$ cat src/rtl/uart_pkg.sv
`default_nettype none
// +------------------------------------------------------------------+
// | uart_pkg : shared types, codes and helpers for the UART TX core  |
// | rev 1.0                                                          |
// +------------------------------------------------------------------+
package uart_pkg;

  typedef enum logic [2:0] {
    IDLE   = 3'd0,
    START  = 3'd1,
    DATA   = 3'd2,
    PARITY = 3'd3,
    STOP   = 3'd4
  } tx_state_t;

  localparam logic [1:0] WLS_5 = 2'b00;
  localparam logic [1:0] WLS_6 = 2'b01;
  localparam logic [1:0] WLS_7 = 2'b10;
  localparam logic [1:0] WLS_8 = 2'b11;

  localparam logic [5:0] TICKS_16 = 6'd16;
  localparam logic [5:0] TICKS_13 = 6'd13;

  // Stop duration in ticks: N, N + N/2 (5-bit words) or 2N.
  function automatic logic [5:0] stop_ticks(input logic stb, input logic [1:0] wls,
                                            input logic [5:0] n);
    if (!stb) begin
      return n;
    end
    if (wls == WLS_5) begin
      return n + {1'b0, n[5:1]};
    end
    return {n[4:0], 1'b0};
  endfunction

endpackage
`default_nettype wire

$ cat src/rtl/uart_tx_core_if.sv
`default_nettype none
// +------------------------------------------------------------------+
// | uart_tx_core_if : byte valid/ready handshake into the TX core    |
// | rev 1.0                                                          |
// +------------------------------------------------------------------+
interface uart_tx_core_if;
  logic [7:0] tx_data;
  logic       tx_valid;
  logic       tx_ready;

  modport master (output tx_data, output tx_valid, input tx_ready);
  modport slave  (input tx_data, input tx_valid, output tx_ready);
endinterface
`default_nettype wire

$ cat src/rtl/uart_tx_bit_timer.sv
`default_nettype none
// +------------------------------------------------------------------+
// | uart_tx_bit_timer : counts baud ticks, pulses at segment end     |
// | rev 1.0                                                          |
// +------------------------------------------------------------------+
module uart_tx_bit_timer #(
  parameter int CNT_W = 6
) (
  input  wire logic             clk,
  input  wire logic             rst_n,
  input  wire logic             clr,
  input  wire logic             baud_tick,
  input  wire logic [CNT_W-1:0] target,
  output logic                  bit_end
);

  logic [CNT_W-1:0] count;

  // A tick that lands while clearing (idle / accept / abort) is never counted.
  assign bit_end = baud_tick & ~clr & (count == (target - CNT_W'(1)));

  always_ff @(posedge clk) begin
    if (!rst_n) begin
      count <= '0;
    end else if (clr || bit_end) begin
      count <= '0;
    end else if (baud_tick) begin
      count <= count + CNT_W'(1);
    end
  end

endmodule
`default_nettype wire

$ cat src/rtl/uart_tx_core.sv
`default_nettype none
// +------------------------------------------------------------------+
// | uart_tx_core : UART transmit serializer with 16550-style framing |
// | rev 1.0                                                          |
// +------------------------------------------------------------------+
module uart_tx_core #(
  parameter logic [5:0] TICKS_16 = 6'd16,
  parameter logic [5:0] TICKS_13 = 6'd13
) (
  input  wire logic       clk,
  input  wire logic       rst_n,
  input  wire logic       baud_tick,
  input  wire logic       osm_sel,
  input  wire logic [1:0] wls,
  input  wire logic       stb,
  input  wire logic       pen,
  input  wire logic       eps,
  input  wire logic       sp,
  input  wire logic       brk,
  input  wire logic       tx_clr,
  uart_tx_core_if.slave   txif,
  output logic            tx,
  output logic            tx_busy,
  output logic            tx_done
);

  import uart_pkg::*;

  tx_state_t  state, state_d;
  logic       tx_q, tx_d;
  logic       done_q, done_d;
  logic [7:0] shift_q, shift_d;
  logic [7:0] data_q, data_d;
  logic [2:0] bit_idx_q, bit_idx_d;
  logic [1:0] wls_q, wls_d;
  logic       stb_q, stb_d;
  logic       pen_q, pen_d;
  logic       eps_q, eps_d;
  logic       sp_q, sp_d;
  logic [5:0] n_q, n_d;

  logic       timer_clr;
  logic       bit_end;
  logic [5:0] target;
  logic [7:0] data_mask;
  logic [7:0] data_bits;
  logic       parity_bit;
  logic       last_data_bit;

  assign target        = (state == STOP) ? stop_ticks(stb_q, wls_q, n_q) : n_q;
  assign data_mask     = 8'hFF >> (2'd3 - wls_q);
  assign data_bits     = data_q & data_mask;
  assign parity_bit    = sp_q ? ~eps_q : (eps_q ? ^data_bits : ~^data_bits);
  assign last_data_bit = (bit_idx_q == ({1'b0, wls_q} + 3'd4));

  uart_tx_bit_timer #(.CNT_W(6)) u_bit_timer (
    .clk       (clk),
    .rst_n     (rst_n),
    .clr       (timer_clr),
    .baud_tick (baud_tick),
    .target    (target),
    .bit_end   (bit_end)
  );

  always_comb begin
    state_d   = state;
    tx_d      = tx_q;
    done_d    = 1'b0;
    shift_d   = shift_q;
    data_d    = data_q;
    bit_idx_d = bit_idx_q;
    wls_d     = wls_q;
    stb_d     = stb_q;
    pen_d     = pen_q;
    eps_d     = eps_q;
    sp_d      = sp_q;
    n_d       = n_q;
    timer_clr = 1'b0;

    case (state)
      IDLE: begin
        timer_clr = 1'b1;
        tx_d      = 1'b1;
        if (txif.tx_valid) begin
          data_d    = txif.tx_data;
          shift_d   = txif.tx_data;
          wls_d     = wls;
          stb_d     = stb;
          pen_d     = pen;
          eps_d     = eps;
          sp_d      = sp;
          n_d       = osm_sel ? TICKS_13 : TICKS_16;
          bit_idx_d = 3'd0;
          tx_d      = 1'b0;
          state_d   = START;
        end
      end
      START: begin
        if (bit_end) begin
          state_d = DATA;
          tx_d    = shift_q[0];
        end
      end
      DATA: begin
        if (bit_end) begin
          if (last_data_bit) begin
            state_d = pen_q ? PARITY : STOP;
            tx_d    = pen_q ? parity_bit : 1'b1;
          end else begin
            shift_d   = {1'b0, shift_q[7:1]};
            tx_d      = shift_q[1];
            bit_idx_d = bit_idx_q + 3'd1;
          end
        end
      end
      PARITY: begin
        if (bit_end) begin
          state_d = STOP;
          tx_d    = 1'b1;
        end
      end
      STOP: begin
        if (bit_end) begin
          state_d = IDLE;
          tx_d    = 1'b1;
          done_d  = 1'b1;
        end
      end
      default: begin
        state_d = IDLE;
        tx_d    = 1'b1;
      end
    endcase

    // Abort overrides everything, including a frame end on the same edge.
    if (tx_clr) begin
      state_d   = IDLE;
      tx_d      = 1'b1;
      done_d    = 1'b0;
      timer_clr = 1'b1;
    end
  end

  always_ff @(posedge clk) begin
    if (!rst_n) begin
      state     <= IDLE;
      tx_q      <= 1'b1;
      done_q    <= 1'b0;
      shift_q   <= 8'h00;
      data_q    <= 8'h00;
      bit_idx_q <= 3'd0;
      wls_q     <= WLS_8;
      stb_q     <= 1'b0;
      pen_q     <= 1'b0;
      eps_q     <= 1'b0;
      sp_q      <= 1'b0;
      n_q       <= TICKS_16;
    end else begin
      state     <= state_d;
      tx_q      <= tx_d;
      done_q    <= done_d;
      shift_q   <= shift_d;
      data_q    <= data_d;
      bit_idx_q <= bit_idx_d;
      wls_q     <= wls_d;
      stb_q     <= stb_d;
      pen_q     <= pen_d;
      eps_q     <= eps_d;
      sp_q      <= sp_d;
      n_q       <= n_d;
    end
  end

  assign txif.tx_ready = (state == IDLE);
  assign tx_busy       = (state != IDLE);
  assign tx_done       = done_q;
  assign tx            = tx_q & ~brk;

endmodule
`default_nettype wire

$ cat src/flat_wrapper.sv
// flat-port wrapper written by rule: the top's interface ports become plain ports
module uart_tx_core_flat import uart_pkg::*;
#(
  parameter logic [5:0] TICKS_16 = 6'd16,
  parameter logic [5:0] TICKS_13 = 6'd13
)
  (clk, rst_n, baud_tick, osm_sel, wls, stb, pen, eps, sp, brk, tx_clr, tx, tx_busy, tx_done, txif_tx_data, txif_tx_valid, txif_tx_ready);
  uart_tx_core_if txif_i ();
  input  wire logic clk;
  input  wire logic rst_n;
  input  wire logic baud_tick;
  input  wire logic osm_sel;
  input  wire logic [1:0] wls;
  input  wire logic stb;
  input  wire logic pen;
  input  wire logic eps;
  input  wire logic sp;
  input  wire logic brk;
  input  wire logic tx_clr;
  output logic tx;
  output logic tx_busy;
  output logic tx_done;
  input wire logic [$bits(txif_i.tx_data)-1:0] txif_tx_data;
  input wire logic [$bits(txif_i.tx_valid)-1:0] txif_tx_valid;
  output wire logic [$bits(txif_i.tx_ready)-1:0] txif_tx_ready;
  assign txif_i.tx_data = txif_tx_data;
  assign txif_i.tx_valid = txif_tx_valid;
  assign txif_tx_ready = txif_i.tx_ready;
  uart_tx_core #(.TICKS_16(TICKS_16), .TICKS_13(TICKS_13)) u_core (.clk(clk), .rst_n(rst_n), .baud_tick(baud_tick), .osm_sel(osm_sel), .wls(wls), .stb(stb), .pen(pen), .eps(eps), .sp(sp), .brk(brk), .tx_clr(tx_clr), .txif(txif_i), .tx(tx), .tx_busy(tx_busy), .tx_done(tx_done));
endmodule
$ cat config.mk
export PLATFORM = sky130hd
export DESIGN_NAME = uart_tx_core_flat
export DESIGN_NICKNAME = d
export VERILOG_FILES = /design/src/rtl/uart_pkg.sv /design/src/rtl/uart_tx_core_if.sv /design/src/rtl/uart_tx_bit_timer.sv /design/src/rtl/uart_tx_core.sv /design/src/flat_wrapper.sv
export SDC_FILE = /design/constraint.sdc
export NUM_CORES = 1
export LEC_CHECK = 0
export CORE_MARGIN = 2
export CORE_UTILIZATION = 60
export DETAILED_ROUTE_END_ITERATION = 8
export PLACE_DENSITY = 0.95
export SYNTH_ARGS = -nofsm -noshare
export SYNTH_HDL_FRONTEND = slang
export SYNTH_SLANG_ARGS = --single-unit
$ cat constraint.sdc
create_clock -name clk -period 5 [get_ports clk]
set_input_delay 1.5 -clock clk [delete_from_list [all_inputs] [get_ports clk]]
set_output_delay 1.5 -clock clk [all_outputs]
set_load 0.02 [all_outputs]
# Word-level counts from Yosys, hierarchy flattened

Cells that the tools add are included.

Flip-flop bits (word level): 42
Input bits: 21
Output and inout bits: 4
Logic and storage cells: 94

Add/sub/neg operators: 6
Equal/unequal tests: 14
Shift-type cells: 1
Mux-type cells: 36
Bitwise gates (word level): 9
Reductions and logical operators: 15

Operators with widths:

| operator              | number |
|---|---|
| $mux W3               | 10 |
| $mux W6               | 5 |
| $mux W8               | 3 |
| $pmux W8 S2           | 1 |
| $pmux W3 S5           | 1 |
| $mux W1               | 13 |
| $ne A2 B2 Y1 const B  | 6 |
| $and A8 B8 Y8         | 1 |
| $reduce_xnor A8 Y1    | 1 |
| $reduce_xor A8 Y1     | 1 |
| $shr A8 B2 Y8 const A | 1 |
| $add A6 B1 Y6 const B | 1 |
| $add A6 B5 Y6         | 1 |
| $eq A3 B2 Y1 const B  | 2 |
| $eq A6 B6 Y1          | 1 |
| $pmux W3 S2           | 1 |
| $reduce_and A6 Y1     | 1 |
| $reduce_or A2 Y1      | 3 |
| $sub A6 B1 Y6 const B | 1 |
| $mux W5               | 1 |
| $not A1 Y1            | 5 |
| $ne A2 B1 Y1 const B  | 2 |
| $pmux W1 S4           | 1 |
| $reduce_and A4 Y1     | 1 |
| 15 further kinds      | 17 |

# Logic depth before layout (Yosys ltp)

Gate-level depths: netlist (run 1).

Depth after elaboration: 11
Mapped depth: 10
Mapped depth without buffers: 8

# Hierarchy

From an unflattened synthesis (run 1), not the netlist that was laid out.

Cells, all modules: 252
Area total of the unflattened synthesis: 2077.0 um^2

By module, submodules not included:

| module            | instances | cells each | area each (um^2) | sequential area each (um^2) |
|---|---|---|---|---|
| uart_tx_core      | 1         | 201        | 1635.3           | 640.6 |
| uart_tx_bit_timer | 1         | 51         | 441.7            | 120.1 |

# Worst setup path after synthesis (run 1)

No wires, ideal clock.

Path kind: in2out
Start point: input port brk
End point: output port tx
Arrival: 1.804 ns
Required time: 3.500 ns
Path slack: 1.696 ns
Stages: 1
Path buffers: 0
Cells stage by stage: nor2b_1

Longest elaborated chain between the ends: 2

Ends and longest elaborated chain:

| element       | RTL line            | text |
|---|---|---|
| from (decl)   | flat_wrapper.sv:18  | `input wire logic brk;` |
| $not A1 Y1    | uart_tx_core.sv:177 | `assign tx = tx_q & ~brk;` |
| $and A1 B1 Y1 | uart_tx_core.sv:177 |  |
| to (decl)     | flat_wrapper.sv:20  | `output logic tx;` |

Every way passes these cells.

# Worst setup path in the final report (run 1)

Ends and elaborated chain as after synthesis.

==> report_table.html, run 1 <==
<table>
<tr><th>Metric</th><th>Value</th></tr>
<tr><th colspan="2">Global routing</th></tr>
<tr><td>Via count of the first global-routing pass</td><td>1863</td></tr>
<tr><td>All-Layer GR Usage</td><td>between 20% and 30%</td></tr>
<tr><td>Initial antenna violation count</td><td>0</td></tr>
<tr><td>Total congestion overflow after global routing</td><td>0</td></tr>
<tr><td>First-pass GRT wire length</td><td>8.20 mm</td></tr>
<tr><td>Pin count of the biggest net entering global routing</td><td>24</td></tr>
<tr><th colspan="2">Placed design</th></tr>
<tr><td>Instance count after placement with tap cells included</td><td>roughly 320</td></tr>
<tr><td>Placement Setup Slack</td><td>slightly below 0.9 ns</td></tr>
<tr><td>Buffers on Ports</td><td>24</td></tr>
<tr><td>Last weighted congestion value of the routability-driven placer</td><td>0.837</td></tr>
<tr><td>Estimated wirelength of the detail-placed design</td><td>~3.2 mm</td></tr>
<tr><td>Total placed instance area</td><td>around 2300 um^2</td></tr>
<tr><th colspan="2">Cells and area</th></tr>
<tr><td>Post-route cell area</td><td>2410 um^2</td></tr>
<tr><td>Final Core Density</td><td>71.1%</td></tr>
<tr><td>Number of standard cells in the final layout excluding fillers</td><td>325</td></tr>
<tr><td>Final-stage net count</td><td>302</td></tr>
<tr><td>Count of antenna diodes in the layout</td><td>0</td></tr>
<tr><td>Number of inserted filler cells in the final layout</td><td>approximately 280</td></tr>
<tr><td>Share of final-layout standard cells stronger than drive strength 1</td><td>under 10%</td></tr>
<tr><td>Area Overhead vs Synth</td><td>11.7%</td></tr>
<tr><th colspan="2">Flow run</th></tr>
<tr><td># Max-Cap Violations</td><td>0</td></tr>
<tr><th colspan="2">STA</th></tr>
<tr><td>Number of failing setup endpoints in the final timing report</td><td>0</td></tr>
<tr><td>Worst path setup slack after routing</td><td>between 0.8 and 0.9 ns</td></tr>
<tr><td>Relative slew slack</td><td>49.4%</td></tr>
<tr><td>Final-report hold violation count</td><td>0</td></tr>
<tr><td>Setup repair after global routing missed its margin</td><td>false</td></tr>
<tr><td>Final cycle utilization of the critical path</td><td>~80%</td></tr>
<tr><td>Total Neg Setup Slack</td><td>0 ns</td></tr>
<tr><td>Shortest period the worst path allows</td><td>just over 4 ns</td></tr>
<tr><td>Achievable clock frequency</td><td>approximately 0.24 GHz</td></tr>
<tr><td>Count of final max-slew check failures</td><td>0</td></tr>
<tr><td>Worst clock skew</td><td>0.00916 ns</td></tr>
<tr><td>Slew @ Worst Pin</td><td>0.757 ns</td></tr>
<tr><td>Worst hold margin</td><td>about 0.46 ns</td></tr>
<tr><th colspan="2">Floorplan</th></tr>
<tr><td>Floorplan core area</td><td>between 3000 and 4000 um^2</td></tr>
<tr><td>Floorplan die height</td><td>64.0 um</td></tr>
<tr><td>Top-level port count</td><td>25</td></tr>
<tr><td>Initial standard-cell utilization of the core</td><td>between 60% and 70%</td></tr>
<tr><td>Die Outline Area</td><td>~4100 um^2</td></tr>
<tr><td>Chip Width</td><td>64.0 um</td></tr>
<tr><td>Standard-cell rows</td><td>21</td></tr>
<tr><th colspan="2">Route</th></tr>
<tr><td>Routed vias</td><td>1962</td></tr>
<tr><td>Vias per inst</td><td>6.04</td></tr>
<tr><td>Iteration-0 DRC count of the detailed router</td><td>184</td></tr>
<tr><td>Routed WL per cell</td><td>roughly 14 um</td></tr>
<tr><td>Routed Antenna Nets</td><td>0</td></tr>
<tr><td>Post-detailed-route DRC marker count</td><td>0</td></tr>
<tr><td>Aggregate routed wire length</td><td>between 4 and 5 mm</td></tr>
<tr><td>Number of detailed-routing iterations run before antenna repair</td><td>5</td></tr>
<tr><th colspan="2">Synthesis</th></tr>
<tr><td>Per-instance average area after synthesis</td><td>roughly 8.1 um^2</td></tr>
<tr><td>Most common flop cell mapped by yosys</td><td>sky130_fd_sc_hd__dfxtp_1</td></tr>
<tr><td>Post-synthesis cell type count</td><td>between 50 and 60</td></tr>
<tr><td>Post-synth EDFFs</td><td>0</td></tr>
<tr><td>Post-synthesis net count</td><td>a little under 300</td></tr>
<tr><td>Flip-flop and latch count after synthesis</td><td>38</td></tr>
<tr><td>Yosys warning count</td><td>0</td></tr>
<tr><td>Syn Std Cell Area</td><td>approximately 2200 um^2</td></tr>
<tr><td>Proportion of synthesized flip-flops having asynchronous set or reset</td><td>0%</td></tr>
<tr><td>Seq/Total Area, Yosys</td><td>35.2%</td></tr>
<tr><td>Post-synthesis cell count</td><td>between 200 and 300</td></tr>
<tr><th colspan="2">Clock tree</th></tr>
<tr><td>Clock root cell</td><td>sky130_fd_sc_hd__clkbuf_4</td></tr>
<tr><td>Post-CTS Repair Setup Buffers</td><td>0</td></tr>
<tr><td>Clock buffer depth</td><td>2</td></tr>
<tr><td>TritonCTS clock tree</td><td>built</td></tr>
<tr><td>CTS clock-pin slew for the worst setup and hold paths</td><td>0.11 ns</td></tr>
<tr><td>Num CTS Buffers</td><td>5</td></tr>
<tr><td>Number of H-tree levels</td><td>2</td></tr>
<tr><td>Post-cts repair resize count</td><td>0</td></tr>
<tr><td># clock sinks</td><td>38</td></tr>
<tr><td>Total of hold buffers inserted after clock tree synthesis</td><td>0</td></tr>
<tr><td>Clock Latency Late Sink</td><td>approximately 0.35 ns</td></tr>
<tr><th colspan="2">Run status</th></tr>
<tr><td>Result of the run</td><td>completed</td></tr>
<tr><th colspan="2">Power</th></tr>
<tr><td>Worst IR Drop VDD</td><td>~0.00021 V</td></tr>
<tr><td>Pwr per Cell Area</td><td>roughly 250 nW/um^2</td></tr>
<tr><td>Final Power</td><td>approximately 600 uW</td></tr>
<tr><td>Lkg Pwr</td><td>~0.87 nW</td></tr>
<tr><th colspan="2">Setup path</th></tr>
<tr><td>Depth of the most critical reg-to-reg path</td><td>8</td></tr>
<tr><td>Arr. time, crit path</td><td>2.62 ns</td></tr>
<tr><td>Type of the setup path with the least slack</td><td>primary input to output pin</td></tr>
<tr><td>Max Fanout on Critical Path</td><td>1</td></tr>
<tr><td>Worst setup SP type</td><td>primary input</td></tr>
<tr><td>Category of the worst setup path capture point</td><td>output pin</td></tr>
<tr><td>Critical path data required time</td><td>3.50 ns</td></tr>
<tr><th colspan="2">Worst hold path</th></tr>
<tr><td>Type of the most critical hold path</td><td>flip-flop to flip-flop</td></tr>
<tr><td>Number of stages on the worst hold path</td><td>2</td></tr>
</table>
## layer usage
layer  GRT usage [%]  part of all wire [%]
met2            41.8                    48
met5               0                     0
met3            6.51                   5.6
met1            31.2                    44
met4            10.9                   2.1
## final cells by class
type / count / area, um^2 / area share [%]
Multi-Input combinational cell: 198 / 1250 / 51.9
Clock inverter: 1 / 5.00 / 0.208
Clock buffer: 7 / 55.1 / 2.28
Sequential cell: 38 / 761 / 31.6
Inverter: 11 / 41.3 / 1.71
Timing Repair Buffer: 24 / 240 / 9.97
Tap cell: 46 / 57.6 / 2.39
## kinds of logic after synthesis
kind of cell,share of synthesized area [%]
fa+ha+maj,1.74
simple gates,26.6
flops,35.2
buf+inv,6.84
mux,4.17
compound gates,19.1
xor+xnor,6.32
## worst paths after layout
kind | slack (ns) | end | from
worst max register to register | 2.09 | u_core.tx_q | u_core.n_q[4]
worst min-delay path | 0.46 | u_core.data_q[5] | u_core.data_q[5]
worst max-delay path | 0.88 | tx | brk
worst min register to register | 0.46 | u_core.data_q[5] | u_core.data_q[5]
## registers in the layout, summed over array words and instances, names as in the netlist
name                      flops
u_core.data_q                 8
u_core.shift_q                8
u_core.u_bit_timer.count      6
u_core.bit_idx_q              3
u_core.state                  3
u_core.n_q                    2
u_core.wls_q                  2
u_core.eps_q                  1
u_core.pen_q                  1
u_core.sp_q                   1
u_core.stb_q                  1
u_core.tx_done                1
u_core.tx_q                   1
## cells in the mapped netlist, types with 2 or more instances
library cell	count	area [um^2]
sky130_fd_sc_hd__nor2_1	20	75.1
sky130_fd_sc_hd__dfxtp_1	38	761
sky130_fd_sc_hd__buf_6	3	33.8
sky130_fd_sc_hd__nand2b_1	2	12.5
sky130_fd_sc_hd__nor3_1	4	20.0
sky130_fd_sc_hd__a211oi_1	2	15.0
sky130_fd_sc_hd__xor2_1	3	26.3
sky130_fd_sc_hd__ha_1	3	37.5
sky130_fd_sc_hd__nand4_1	5	31.3
sky130_fd_sc_hd__and2_1	2	12.5
sky130_fd_sc_hd__inv_1	10	37.5
sky130_fd_sc_hd__xnor2_1	10	87.6
sky130_fd_sc_hd__buf_2	3	15.0
sky130_fd_sc_hd__or2_1	2	12.5
sky130_fd_sc_hd__a221o_1	2	20.0
sky130_fd_sc_hd__o21ai_0	9	45.0
sky130_fd_sc_hd__a21boi_1	5	37.5
sky130_fd_sc_hd__nand2_1	47	176
sky130_fd_sc_hd__a21oi_1	24	120
sky130_fd_sc_hd__clkbuf_1	14	52.6
sky130_fd_sc_hd__mux2i_1	9	90.1
sky130_fd_sc_hd__a31oi_1	4	25.0
sky130_fd_sc_hd__o31a_1	2	17.5
sky130_fd_sc_hd__nand3b_1	2	15.0
sky130_fd_sc_hd__nor4b_1	2	17.5
sky130_fd_sc_hd__a211o_1	4	35.0
sky130_fd_sc_hd__nand3_1	7	35.0
## power breakdown
| part | switching (mW) | total [mW] | internal [mW] |
|---|---|---|---|
| Clock | 0.102 | 0.171 | 0.0682 |
| Combinational | 0.0452 | 0.0934 | 0.0482 |
| Sequential | 0.0137 | 0.330 | 0.316 |
## critical path: stages
cell and delay (ns):
sky130_fd_sc_hd__clkdlybuf4s50_1 0.40, sky130_fd_sc_hd__nor2b_1 0.11, sky130_fd_sc_hd__clkdlybuf4s50_1 0.61
## placed cells by master (no fill, tap or decap), types with 3 or more instances in the layout
master and count:
sky130_fd_sc_hd__inv_1 10, sky130_fd_sc_hd__a21oi_1 24, sky130_fd_sc_hd__a21boi_1 5, sky130_fd_sc_hd__clkdlybuf4s50_1 24, sky130_fd_sc_hd__nor2_1 20, sky130_fd_sc_hd__clkbuf_4 5
sky130_fd_sc_hd__nor3_1 4, sky130_fd_sc_hd__xor2_1 3, sky130_fd_sc_hd__nand4_1 5, sky130_fd_sc_hd__nand3_1 7, sky130_fd_sc_hd__xnor2_1 10, sky130_fd_sc_hd__a211o_1 4
sky130_fd_sc_hd__mux2i_1 9, sky130_fd_sc_hd__o21ai_0 9, sky130_fd_sc_hd__dfxtp_1 38, sky130_fd_sc_hd__nand2_1 47, sky130_fd_sc_hd__a31oi_1 4, sky130_fd_sc_hd__ha_1 3
Power figures use the tool's default switching activity.
==> run 2, diff against run 1 <==
--- a/config.mk
+++ b/config.mk
@@ -6,9 +6,9 @@
 export NUM_CORES = 1
 export LEC_CHECK = 0
 export CORE_MARGIN = 2
-export CORE_UTILIZATION = 60
+export CORE_UTILIZATION = 56
 export DETAILED_ROUTE_END_ITERATION = 8
-export PLACE_DENSITY = 0.95
+export PLACE_DENSITY = 0.92
 export SYNTH_ARGS = -nofsm -noshare
 export SYNTH_HDL_FRONTEND = slang
 export SYNTH_SLANG_ARGS = --single-unit
==> constraint.sdc (replaced) <==
create_clock -name clk -period 3.8 [get_ports clk]
set_input_delay 1.14 -clock clk [delete_from_list [all_inputs] [get_ports clk]]
set_output_delay 1.14 -clock clk [all_outputs]
set_load 0.02 [all_outputs]
==> report_table.html, run 2 (same netlist as run 1, synthesis figures left out) <==
<table>
<tr><th>Metric</th><th>Value</th></tr>
<tr><th colspan="2">Placed design</th></tr>
<tr><td>Estimated wirelength of the detail-placed design</td><td>between 3 and 4 mm</td></tr>
<tr><td>Buffers on Ports</td><td>24</td></tr>
<tr><td>Last weighted congestion value of the routability-driven placer</td><td>slightly below 0.9</td></tr>
<tr><th colspan="2">Power</th></tr>
<tr><td>Pwr per Cell Area</td><td>~370 nW/um^2</td></tr>
<tr><td>Worst IR Drop VDD</td><td>roughly 0.00022 V</td></tr>
<tr><td>Lkg Pwr</td><td>approximately 0.90 nW</td></tr>
<tr><th colspan="2">Setup path</th></tr>
<tr><td>Reg-to-reg slack, setup</td><td>about 0.86 ns</td></tr>
<tr><td>Category of the worst setup path capture point</td><td>output pin</td></tr>
<tr><td>Arr. time, crit path</td><td>2.26 ns</td></tr>
<tr><td>Kind of cell adding the most delay to the critical path</td><td>buffers and inverters</td></tr>
<tr><td>Critical path data required time</td><td>approximately 2.7 ns</td></tr>
<tr><td>Crit path max-delay cell type</td><td>sky130_fd_sc_hd__clkdlybuf4s50_1</td></tr>
<tr><td>Depth of the most critical reg-to-reg path</td><td>8</td></tr>
<tr><td>Type of the setup path with the least slack</td><td>primary input to output pin</td></tr>
<tr><td>Worst setup SP type</td><td>primary input</td></tr>
<tr><td>Stage delay of the slowest cell on the critical path</td><td>0.61 ns</td></tr>
<tr><td>Count of buffer and inverter cells on the critical path</td><td>2</td></tr>
<tr><td>Ordered list of cells on the worst path</td><td>clkdlybuf4s50_1 -&gt; nor2b_1 -&gt; clkdlybuf4s50_1</td></tr>
<tr><td>Max Fanout on Critical Path</td><td>1</td></tr>
<tr><td>Cell with the most instances on the worst path</td><td>sky130_fd_sc_hd__clkdlybuf4s50_1</td></tr>
<tr><td>Endpoint of the most critical register-to-register path</td><td>u_core.tx_q</td></tr>
<tr><td>Crit Reg-Reg Startpoint</td><td>u_core.n_q[4]</td></tr>
<tr><th colspan="2">Cells and area</th></tr>
<tr><td>Share of final-layout standard cells stronger than drive strength 1</td><td>under 10%</td></tr>
<tr><td>Final-stage net count</td><td>302</td></tr>
<tr><td>Count of antenna diodes in the layout</td><td>0</td></tr>
<tr><td>Most common cell after layout, fill and taps aside</td><td>sky130_fd_sc_hd__nand2_1</td></tr>
<tr><td>Top flop regs</td><td>u_core.data_q (8), u_core.shift_q (8), u_core.u_bit_timer.count (6)</td></tr>
<tr><td>Final Core Density</td><td>66.8%</td></tr>
<tr><td>Highest-count cells in the layout ignoring fill and taps</td><td>sky130_fd_sc_hd__nand2_1, sky130_fd_sc_hd__dfxtp_1, sky130_fd_sc_hd__a21oi_1, sky130_fd_sc_hd__clkdlybuf4s50_1, sky130_fd_sc_hd__nor2_1</td></tr>
<tr><td>Area Overhead vs Synth</td><td>14.2%</td></tr>
<tr><th colspan="2">Worst hold path</th></tr>
<tr><td>Type of the most critical hold path</td><td>flip-flop to flip-flop</td></tr>
<tr><td>Hold Crit Start</td><td>u_core.data_q[5]</td></tr>
<tr><td>Number of stages on the worst hold path</td><td>2</td></tr>
<tr><td>Endpoint of the worst hold path</td><td>u_core.data_q[5]</td></tr>
<tr><th colspan="2">Clock tree</th></tr>
<tr><td>Post-cts repair resize count</td><td>0</td></tr>
<tr><td>Clock root cell</td><td>sky130_fd_sc_hd__clkbuf_8</td></tr>
<tr><td>Clock Latency Late Sink</td><td>about 0.29 ns</td></tr>
<tr><td>Post-CTS Repair Setup Buffers</td><td>0</td></tr>
<tr><td>TritonCTS clock tree</td><td>built</td></tr>
<tr><td>Total of hold buffers inserted after clock tree synthesis</td><td>0</td></tr>
<tr><td>Clock buffer depth</td><td>2</td></tr>
<tr><td>CTS clock-pin slew for the worst setup and hold paths</td><td>0.07 ns</td></tr>
<tr><td># clock sinks</td><td>38</td></tr>
<tr><td>Num CTS Buffers</td><td>5</td></tr>
<tr><td>Number of H-tree levels</td><td>2</td></tr>
<tr><th colspan="2">Global routing</th></tr>
<tr><td>All-Layer GR Usage</td><td>a little over a fifth</td></tr>
<tr><td>First-pass GRT wire length</td><td>roughly 7.7 mm</td></tr>
<tr><td>Initial antenna violation count</td><td>0</td></tr>
<tr><td>Pin count of the biggest net entering global routing</td><td>24</td></tr>
<tr><td>Total congestion overflow after global routing</td><td>0</td></tr>
<tr><td>Via count of the first global-routing pass</td><td>around 1.8k</td></tr>
<tr><th colspan="2">Route</th></tr>
<tr><td>Routed WL per cell</td><td>around 14 um</td></tr>
<tr><td>Vias per inst</td><td>5.84</td></tr>
<tr><td>Aggregate routed wire length</td><td>4.58 mm</td></tr>
<tr><td>Post-detailed-route DRC marker count</td><td>0</td></tr>
<tr><td>Number of detailed-routing iterations run before antenna repair</td><td>4</td></tr>
<tr><td>Routed Antenna Nets</td><td>0</td></tr>
<tr><td>Routed vias</td><td>1904</td></tr>
<tr><td>Iteration-0 DRC count of the detailed router</td><td>around 120</td></tr>
<tr><th colspan="2">STA</th></tr>
<tr><td>Total Neg Setup Slack</td><td>0 ns</td></tr>
<tr><td>Final-report hold violation count</td><td>0</td></tr>
<tr><td>Final cycle utilization of the critical path</td><td>89.5%</td></tr>
<tr><td>Achievable clock frequency</td><td>roughly 0.3 GHz</td></tr>
<tr><td>Worst clock skew</td><td>roughly 0.0045 ns</td></tr>
<tr><td>Number of failing setup endpoints in the final timing report</td><td>0</td></tr>
<tr><td>Worst hold margin</td><td>approximately 0.45 ns</td></tr>
<tr><td>Shortest period the worst path allows</td><td>about 3.4 ns</td></tr>
<tr><td>Count of final max-slew check failures</td><td>0</td></tr>
<tr><td>Setup repair after global routing missed its margin</td><td>false</td></tr>
<tr><td>Slew @ Worst Pin</td><td>around 0.77 ns</td></tr>
<tr><td>Relative slew slack</td><td>slightly below 50%</td></tr>
<tr><th colspan="2">Floorplan</th></tr>
<tr><td>Chip Width</td><td>about 66 um</td></tr>
<tr><td>Floorplan die height</td><td>about 66 um</td></tr>
<tr><td>Initial standard-cell utilization of the core</td><td>approximately 59%</td></tr>
<tr><td>Top-level port count</td><td>25</td></tr>
<tr><td>Die Outline Area</td><td>around 4400 um^2</td></tr>
<tr><td>Standard-cell rows</td><td>22</td></tr>
<tr><td>Floorplan core area</td><td>approximately 3700 um^2</td></tr>
<tr><th colspan="2">Run status</th></tr>
<tr><td>Result of the run</td><td>completed</td></tr>
<tr><th colspan="2">Flow run</th></tr>
<tr><td># Max-Cap Violations</td><td>0</td></tr>
</table>
-- run 2: changes by cell type in the layout (fill, tap and decap cells not counted), sizes merged --
| cell | before | now |
|---|---|---|
| clkbuf | 7 | 6 |
| clkinv | 1 | 0 |
| bufinv | 0 | 1 |
-- run 2: power breakdown --
group | internal (mW) | total (mW) | switching, mW
combinational | 0.0635 | 0.122 | 0.0583
clock | 0.210 | 0.353 | 0.143
sequential | 0.416 | 0.433 | 0.0177
-- run 2: worst max-delay path by stage --
stage                        to  slack, ns  cells past startpoint       startpoint
floorplan           u_core.tx_q       1.13                      8  u_core.state[0]
global placement             tx       0.41                      3              brk
CTS                          tx       0.38                      3              brk
detailed placement           tx       0.39                      3              brk
finish                       tx       0.40                      3              brk
global route                 tx       0.33                      3              brk
-- run 2: layout make-up --
type,instances,area [um^2]
flip-flops and latches,38,761
well taps,48,60.1
repair buffers,24,240
inverters,11,41.3
fillers,296,1220
clock inverters,1,30.0
multi-input cells,198,1250
clock buffers,6,82.6
-- run 2: worst min-delay path, stage by stage (launching register included) --
cell,delay (ns)
sky130_fd_sc_hd__dfxtp_1,0.31
sky130_fd_sc_hd__nand2_1,0.05
sky130_fd_sc_hd__a21oi_1,0.05
-- run 2: metal layers --
metal	global-route usage (%)	wire length (um)	vias to the layer above
met5	0	0	-
met4	5.36	28	0
met3	4.26	180	5
met2	39.6	2300	45
met1	26.6	2070	906
li1	-	-	948
-- run 2: metrics by stage --
step	total power, mW	cell area, um^2	setup WS (ns)	cells
after floorplan	0.523	2160	1.13	268
after CTS	0.910	2460	0.381	326
final	0.909	2460	0.397	326
after global placement	0.559	2350	0.413	319
after global routing	0.945	2460	0.334	326
after detailed placement	0.563	2350	0.387	319
==> run 3, diff against run 2 <==
--- a/config.mk
+++ b/config.mk
@@ -5,6 +5,7 @@
 export SDC_FILE = /design/constraint.sdc
 export NUM_CORES = 1
 export LEC_CHECK = 0
+export CORE_ASPECT_RATIO = 0.6
 export CORE_MARGIN = 2
 export CORE_UTILIZATION = 56
 export DETAILED_ROUTE_END_ITERATION = 8
==> report_table.html, run 3 (same netlist as run 1, synthesis figures left out) <==
<table>
<tr><th>Metric</th><th>Value</th></tr>
<tr><th colspan="2">Route</th></tr>
<tr><td>Number of detailed-routing iterations run before antenna repair</td><td>4</td></tr>
<tr><td>Routed Antenna Nets</td><td>0</td></tr>
<tr><td>Post-detailed-route DRC marker count</td><td>0</td></tr>
<tr><td>Iteration-0 DRC count of the detailed router</td><td>~220</td></tr>
<tr><td>Routed WL per cell</td><td>between 10 and 15 um</td></tr>
<tr><td>Aggregate routed wire length</td><td>4.87 mm</td></tr>
<tr><td>Routed vias</td><td>1938</td></tr>
<tr><td>Vias per inst</td><td>5.96</td></tr>
<tr><th colspan="2">Cells and area</th></tr>
<tr><td>Post-route cell area</td><td>between 2000 and 2500 um^2</td></tr>
<tr><td>Most common cell after layout, fill and taps aside</td><td>sky130_fd_sc_hd__nand2_1</td></tr>
<tr><td>Final-stage net count</td><td>302</td></tr>
<tr><td>Multi-input gate area</td><td>between 1000 and 1500 um^2</td></tr>
<tr><td>Number of inserted filler cells in the final layout</td><td>320</td></tr>
<tr><td>Register cell area after layout</td><td>761 um^2</td></tr>
<tr><td>Final Core Density</td><td>between 60% and 70%</td></tr>
<tr><td>Top flop regs</td><td>u_core.data_q (8), u_core.shift_q (8), u_core.u_bit_timer.count (6)</td></tr>
<tr><td>Highest-count cells in the layout ignoring fill and taps</td><td>sky130_fd_sc_hd__nand2_1, sky130_fd_sc_hd__dfxtp_1, sky130_fd_sc_hd__a21oi_1, sky130_fd_sc_hd__clkdlybuf4s50_1, sky130_fd_sc_hd__nor2_1</td></tr>
<tr><td>Count of antenna diodes in the layout</td><td>0</td></tr>
<tr><td>Number of standard cells in the final layout excluding fillers</td><td>325</td></tr>
<tr><td>Share of final-layout standard cells stronger than drive strength 1</td><td>between 5 and 6%</td></tr>
<tr><td>Area Overhead vs Synth</td><td>12.8%</td></tr>
<tr><th colspan="2">Floorplan</th></tr>
<tr><td>Initial standard-cell utilization of the core</td><td>58.7%</td></tr>
<tr><td>Standard-cell rows</td><td>17</td></tr>
<tr><td>Die Outline Area</td><td>approximately 4400 um^2</td></tr>
<tr><td>Floorplan core area</td><td>between 3000 and 4000 um^2</td></tr>
<tr><td>Top-level port count</td><td>25</td></tr>
<tr><td>Chip Width</td><td>84.1 um</td></tr>
<tr><td>Floorplan die height</td><td>52.1 um</td></tr>
<tr><th colspan="2">Clock tree</th></tr>
<tr><td>Clock Latency Late Sink</td><td>approximately 0.30 ns</td></tr>
<tr><td>Total of hold buffers inserted after clock tree synthesis</td><td>0</td></tr>
<tr><td>Number of H-tree levels</td><td>2</td></tr>
<tr><td>CTS clock-pin slew for the worst setup and hold paths</td><td>roughly 0.080 ns</td></tr>
<tr><td>Post-CTS Repair Setup Buffers</td><td>0</td></tr>
<tr><td>Clock root cell</td><td>sky130_fd_sc_hd__clkbuf_8</td></tr>
<tr><td>Clock buffer depth</td><td>2</td></tr>
<tr><td>TritonCTS clock tree</td><td>built</td></tr>
<tr><td>Num CTS Buffers</td><td>5</td></tr>
<tr><td>Post-cts repair resize count</td><td>0</td></tr>
<tr><td># clock sinks</td><td>38</td></tr>
<tr><th colspan="2">Power</th></tr>
<tr><td>Worst IR Drop VDD</td><td>just under 0.0002 V</td></tr>
<tr><td>Final Power</td><td>between 800 and 900 uW</td></tr>
<tr><td>Pwr per Cell Area</td><td>341 nW/um^2</td></tr>
<tr><td>Lkg Pwr</td><td>a little under 0.9 nW</td></tr>
<tr><th colspan="2">Placed design</th></tr>
<tr><td>Total placed instance area</td><td>roughly 2400 um^2</td></tr>
<tr><td>Estimated wirelength of the detail-placed design</td><td>3.44 mm</td></tr>
<tr><td>Last weighted congestion value of the routability-driven placer</td><td>0.805</td></tr>
<tr><td>Buffers on Ports</td><td>24</td></tr>
<tr><td>Instance count after placement with tap cells included</td><td>between 300 and 400</td></tr>
<tr><th colspan="2">STA</th></tr>
<tr><td>Total Neg Setup Slack</td><td>0 ns</td></tr>
<tr><td>Relative slew slack</td><td>about half</td></tr>
<tr><td>Number of failing setup endpoints in the final timing report</td><td>0</td></tr>
<tr><td>Final cycle utilization of the critical path</td><td>about 89%</td></tr>
<tr><td>Setup repair after global routing missed its margin</td><td>false</td></tr>
<tr><td>Achievable clock frequency</td><td>approximately 0.29 GHz</td></tr>
<tr><td>Worst clock skew</td><td>0.00974 ns</td></tr>
<tr><td>Count of final max-slew check failures</td><td>0</td></tr>
<tr><td>Shortest period the worst path allows</td><td>roughly 3.4 ns</td></tr>
<tr><td>Final-report hold violation count</td><td>0</td></tr>
<tr><td>Slew @ Worst Pin</td><td>approximately 0.74 ns</td></tr>
<tr><th colspan="2">Worst hold path</th></tr>
<tr><td>Type of the most critical hold path</td><td>flip-flop to flip-flop</td></tr>
<tr><td>Hold Crit Start</td><td>u_core.data_q[5]</td></tr>
<tr><th colspan="2">Run status</th></tr>
<tr><td>Result of the run</td><td>completed</td></tr>
<tr><th colspan="2">Setup path</th></tr>
<tr><td>Stage delay of the slowest cell on the critical path</td><td>0.60 ns</td></tr>
<tr><td>Type of the setup path with the least slack</td><td>primary input to output pin</td></tr>
<tr><td>Max Fanout on Critical Path</td><td>1</td></tr>
<tr><td>Critical path data required time</td><td>approximately 2.7 ns</td></tr>
<tr><td>Worst setup SP type</td><td>primary input</td></tr>
<tr><td>Crit path launch</td><td>brk</td></tr>
<tr><td>Arr. time, crit path</td><td>2.25 ns</td></tr>
<tr><td>Ordered list of cells on the worst path</td><td>clkdlybuf4s50_1 -&gt; nor2b_1 -&gt; clkdlybuf4s50_1</td></tr>
<tr><td>Cell with the most instances on the worst path</td><td>sky130_fd_sc_hd__clkdlybuf4s50_1</td></tr>
<tr><td>Category of the worst setup path capture point</td><td>output pin</td></tr>
<tr><td>Crit Reg-Reg Startpoint</td><td>u_core.n_q[4]</td></tr>
<tr><td>Crit path max-delay cell type</td><td>sky130_fd_sc_hd__clkdlybuf4s50_1</td></tr>
<tr><th colspan="2">Global routing</th></tr>
<tr><td>Pin count of the biggest net entering global routing</td><td>24</td></tr>
<tr><td>Via count of the first global-routing pass</td><td>between 1.5k and 2k</td></tr>
<tr><td>First-pass GRT wire length</td><td>approximately 8.4 mm</td></tr>
<tr><td>Total congestion overflow after global routing</td><td>0</td></tr>
<tr><td>All-Layer GR Usage</td><td>24.4%</td></tr>
<tr><td>Initial antenna violation count</td><td>0</td></tr>
<tr><th colspan="2">Flow run</th></tr>
<tr><td># Max-Cap Violations</td><td>0</td></tr>
</table>
run 3: cell count changes in the layout (fill, tap and decap cells not counted), sizes merged:
| cell | delta |
|---|---|
| clkinvlp | +2 |
| bufinv | -1 |
| clkbuf | -1 |
run 3: final timing paths:
| kind | depth (start not counted) | slack [ns] | to |
|---|---|---|---|
| worst min register to register | 2 | 0.46 | u_core.data_q[5] |
| worst max register to register | 8 | 0.84 | u_core.tx_q |
| worst min-delay path | 2 | 0.46 | u_core.data_q[5] |
| worst max-delay path | 3 | 0.41 | tx |
run 3: area by class of cell:
type | count | share of cell area (%)
Sequential cell | 38 | 31.2
Tap cell | 47 | 2.42
Timing Repair Buffer | 24 | 9.87
Inverter | 11 | 1.70
Clock buffer | 5 | 2.83
Clock inverter | 2 | 0.617
Multi-Input combinational cell | 198 | 51.3
run 3: layer usage:
| layer | up-vias | track usage, % | part of all wire [%] |
|---|---|---|---|
| met5 | - | 0 | 0 |
| met4 | 0 | 9.41 | 1.6 |
| met3 | 11 | 6.51 | 9.2 |
| met2 | 76 | 36.0 | 43 |
| met1 | 898 | 34.1 | 46 |
| li1 | 953 | - | - |
run 3: power breakdown:
part	total (mW)	internal (mW)	switching, mW
registers	0.435	0.416	0.0188
logic	0.125	0.0635	0.0612
clock network	0.272	0.125	0.147
run 3: critical path, delay by kind of cell:
kind          cells  cell delay, ns
simple gates      1            0.11
buf+inv           2            1.00
run 3: metrics by stage:
| stage | hold slack [ns] | worst slack (ns) |
|---|---|---|
| 2_1_floorplan | 0.432 | 1.13 |
| 3_3_place_gp | 0.443 | 0.412 |
| 3_5_place_dp | 0.449 | 0.406 |
| 4_1_cts | 0.465 | 0.397 |
| 5_1_grt | 0.491 | 0.362 |
| 6_report | 0.465 | 0.409 |
